[src/rtl/ws2812_write.sv]
// rtl/ws2812_write.sv - WS2812 single-wire bit serialiser, one data bit per fixed bit period
module ws2812_write #(
    parameter int T0H_CYC = 20,
    parameter int T1H_CYC = 45,
    parameter int BIT_CYC = 64,
    parameter int CNT_W   = 7
) (
    input  logic clk,
    input  logic rst,
    input  logic value,
    output logic out
);

    localparam logic [CNT_W-1:0] LAST_CNT = CNT_W'(BIT_CYC - 1);
    localparam logic [CNT_W-1:0] T0H      = CNT_W'(T0H_CYC);
    localparam logic [CNT_W-1:0] T1H      = CNT_W'(T1H_CYC);

    logic [CNT_W-1:0] cnt_q, cnt_d;
    logic [CNT_W-1:0] cnt_inc;
    logic [CNT_W-1:0] high_len;
    logic             val_q, val_d;
    logic             out_q, out_d;

    always_comb begin
        cnt_inc  = cnt_q + CNT_W'(1);
        high_len = val_q ? T1H : T0H;
        cnt_d    = cnt_inc;
        val_d    = val_q;
        out_d    = (cnt_inc < high_len);
        // Period boundary: latch the next bit and start its high pulse immediately.
        if (cnt_q == LAST_CNT) begin
            cnt_d = '0;
            val_d = value;
            out_d = 1'b1;
        end
    end

    // Reset parks the counter on the last cycle so the first edge after release opens a bit.
    always_ff @(posedge clk or posedge rst) begin
        if (rst) begin
            cnt_q <= LAST_CNT;
            val_q <= 1'b0;
            out_q <= 1'b0;
        end else begin
            cnt_q <= cnt_d;
            val_q <= val_d;
            out_q <= out_d;
        end
    end

    assign out = out_q;

endmodule

[config.mk]
export PLATFORM = sky130hd
export DESIGN_NAME = ws2812_write
export DESIGN_NICKNAME = d
export VERILOG_FILES = /design/src/rtl/ws2812_write.sv
export SDC_FILE = /design/constraint.sdc
export NUM_CORES = 1
export LEC_CHECK = 0
export BUFFER_PORTS_ARGS = -buffer_cell sky130_fd_sc_hd__buf_2
export CAP_MARGIN = 15
export CORE_MARGIN = 5
export CORE_UTILIZATION = 30
export CTS_BUF_LIST = sky130_fd_sc_hd__clkbuf_2
export CTS_CLUSTER_SIZE = 40
export DETAILED_ROUTE_END_ITERATION = 10
export PLACE_DENSITY = 0.58
export SYNTH_ARGS = -nofsm -noshare
export SYNTH_HDL_FRONTEND = slang
export SYNTH_SLANG_ARGS = --single-unit
[constraint.sdc]
create_clock -name clk -period 3.85 [get_ports clk]
set_input_delay 0.77 -clock clk [delete_from_list [all_inputs] [get_ports clk]]
set_output_delay 0.77 -clock clk [all_outputs]
set_load 0.05 [all_outputs]
==> metrics.yaml <==
global_routing:
  grt_pass1_wl_mm: 1.26
  grt_max_degree: 10
  gr-usage-all-layers_pct: 7.10
  antenna_found_initial: 0
  grt_pass1_vias: 307
  grt-ovfl-total: 0
clocking:
  cts_buffers: 3
  postCtsHoldBufs: 0
  cts-resized-gates: 0
  root_buffer: "clkbuf_2"
  cts_tree: "done"
  cts_buffer_depth: 2
  cts.sinks: 9
  htreeDepth: 1
  cts.clk_slew.worst_paths_ns: 0.08
  worstSkewPairLatency_ns: 0.24
  post_cts_buffers: 0
drt:
  drtAntennaViolNets: 0
  drtPass1Iterations: 4
  vias: 304
  vias_per_cell: 4.75
  route.detailed.drc: 0
  wire_per_inst_um: 11.0
  routed_wl_um: 705
  drtIter0Drc: 5
sta:
  whs_ns: 0.445
  worst_pin_slew_ns: 0.327
  grt_setup_unrepaired: "no"
  setup_tns_ns: 0
  fmax_ghz: 0.525
  setup_violations: 0
  finalWorstSetupSlack_ns: 1.95
  finalCritPeriodShare_pct: 49.5
  period_needed_ns: 1.90
  slew_headroom_pct: 78.2
  maxSlewViolCount: 0
  fin_worst_skew_ns: 0.00370
  timing.final.hold_violations: 0
yosys:
  syn_area_sq_um: 478
  synth_compound_area_share_pct: 4.97
  yosys.area_share.simple_pct: 21.2
  netlist_instances: 41
  synth_seq_cells: 9
  avgSynthCellArea_sq_um: 11.7
  yosys.area.top_type: "dfstp_2"
  seq_area_frac_synth_pct: 48.7
  yosysTopAreaCellShare_pct: 33.0
  synth_xor_area_share_pct: 9.16
  synthMuxAreaShare_pct: 3.14
  synth_nets: 48
  yosysUniqueCellTypes: 17
  yosys_warnings: 0
  synth_top_family_by_area: "simple AND/OR/NAND/NOR gates"
  ys_top_cells_by_area: "dfstp_2 (33%), dfrtp_1 (16%), ha_1 (10%), and2b_2 (5.5%), xor2_1 (5.5%)"
  synth_fa_ha_area_share_pct: 10.5
power:
  p_total_mw: 0.156
  p_leak_nw: 0.238
  max-vdd-ir-drop_mv: 0.144
  pwr_density_cell_mw_per_mm2: 293
flow_run:
  cap_violations: 0
worst_setup_path:
  r2r_setup_slack_ns: 1.95
  path_max_fanout: 5
  crit_required_ns: 4.02
  critPathLaunchType: "register"
  crit_type: "reg -> reg"
  crit_path_end_kind: "register"
  crit_path_start: "cnt_q[0]$_DFF_PP1_"
  arrival_ns: 2.08
  reg2reg_depth: 8
  r2r-start: "cnt_q[0]$_DFF_PP1_"
floorplan:
  die_x_um: 49.9
  die-area_sq_mm: 0.00249
  io_pins: 4
  initial_core_util_pct: 31.7
  chipHeight_um: 49.9
  core-area_sq_mm: 0.00151
  row_count: 14
placed_design:
  portBuffers: 3
  place_congestion: 0.793
  pre_cts_ws_ns: 1.97
  place_hpwl_um: 561
  dpl.cell_count: 60
  dpl_cell_area_sq_um: 513
worst_hold_path:
  hold_path.class: "reg -> reg"
  hold_depth: 1
  worstHoldStart: "cnt_q[6]$_DFF_PP0_"
final_layout:
  design_area_sq_um: 533
  fin_cells: 64
  layout-drive-gt1-share_pct: 41.7
  post-route-util_pct: 35.4
  diodes: 0
  final_cell_mix: "dfstp_2 (6), nand3_1 (4), ha_1 (4), clkbuf_2 (4)"
  final_common_cell: "dfstp_2"
  nFillCells: 158
  synthToLayoutAreaGrowth_pct: 11.5
  nNetsFinal: 56
status:
  outcome: "finished clean"
## where the power goes
part           internal [mW]  switching [mW]  total, mW
registers             0.0948               0     0.0948
clock network         0.0276          0.0309     0.0585
logic               0.000794         0.00191    0.00270
## critical path, stage by stage, from the launching register on
cell and delay (ns):
dfstp_2 0.57, ha_1 0.19, and3_4 0.21, xor2_1 0.16, ha_1 0.26, and3_1 0.15
o211ai_1 0.09, a31oi_1 0.11, a21oi_1 0.11
## kinds of logic after synthesis
| kind of cell | count (synthesis) |
|---|---|
| compound gates | 4 |
| xor+xnor | 5 |
| simple gates | 15 |
| fa+ha+maj | 4 |
| flops | 9 |
| buf+inv | 3 |
| mux | 1 |
## layer usage
metal,GRT usage [%],vias up,wire [um]
met3,0.904,4,22
met2,8.47,8,284
li1,-,154,-
met4,10.5,0,36
met1,8.81,138,361
met5,0,-,0
## final cells by class
type | instances | area (sq um) | area share (%)
multi-input combinational | 29 | 234 | 43.9
sequential | 9 | 233 | 43.7
clock buffer | 4 | 20.0 | 3.76
tap | 16 | 20.0 | 3.76
timing repair buffer | 3 | 15.0 | 2.82
inverter | 3 | 11.3 | 2.11
## synthesized netlist by cell type (all sizes together)
cell and instances:
dfrtp 3, nand3 4, a31oi 1, and2 1
mux2 1, nand2 1, and3 4, xnor2 2
xor2 3, o211ai 1, and2b 3, ha 4
nor2 2, a21oi 2, dfstp 6, inv 3
## path summary, 6_finish.rpt
check,end
max reg2reg,out$_DFF_PP0_
max in group asynchronous,cnt_q[4]$_DFF_PP1_
min reg2reg,out$_DFF_PP0_
min,out$_DFF_PP0_
min in group asynchronous,val_q$_DFFE_PP0N_
max,out$_DFF_PP0_
## registers in the layout, indices dropped and copies added (netlist names)
| name | count |
|---|---|
| cnt_q | 7 |
| out | 1 |
| val_q | 1 |
Note: power is estimated with default switching activity, not from simulation.
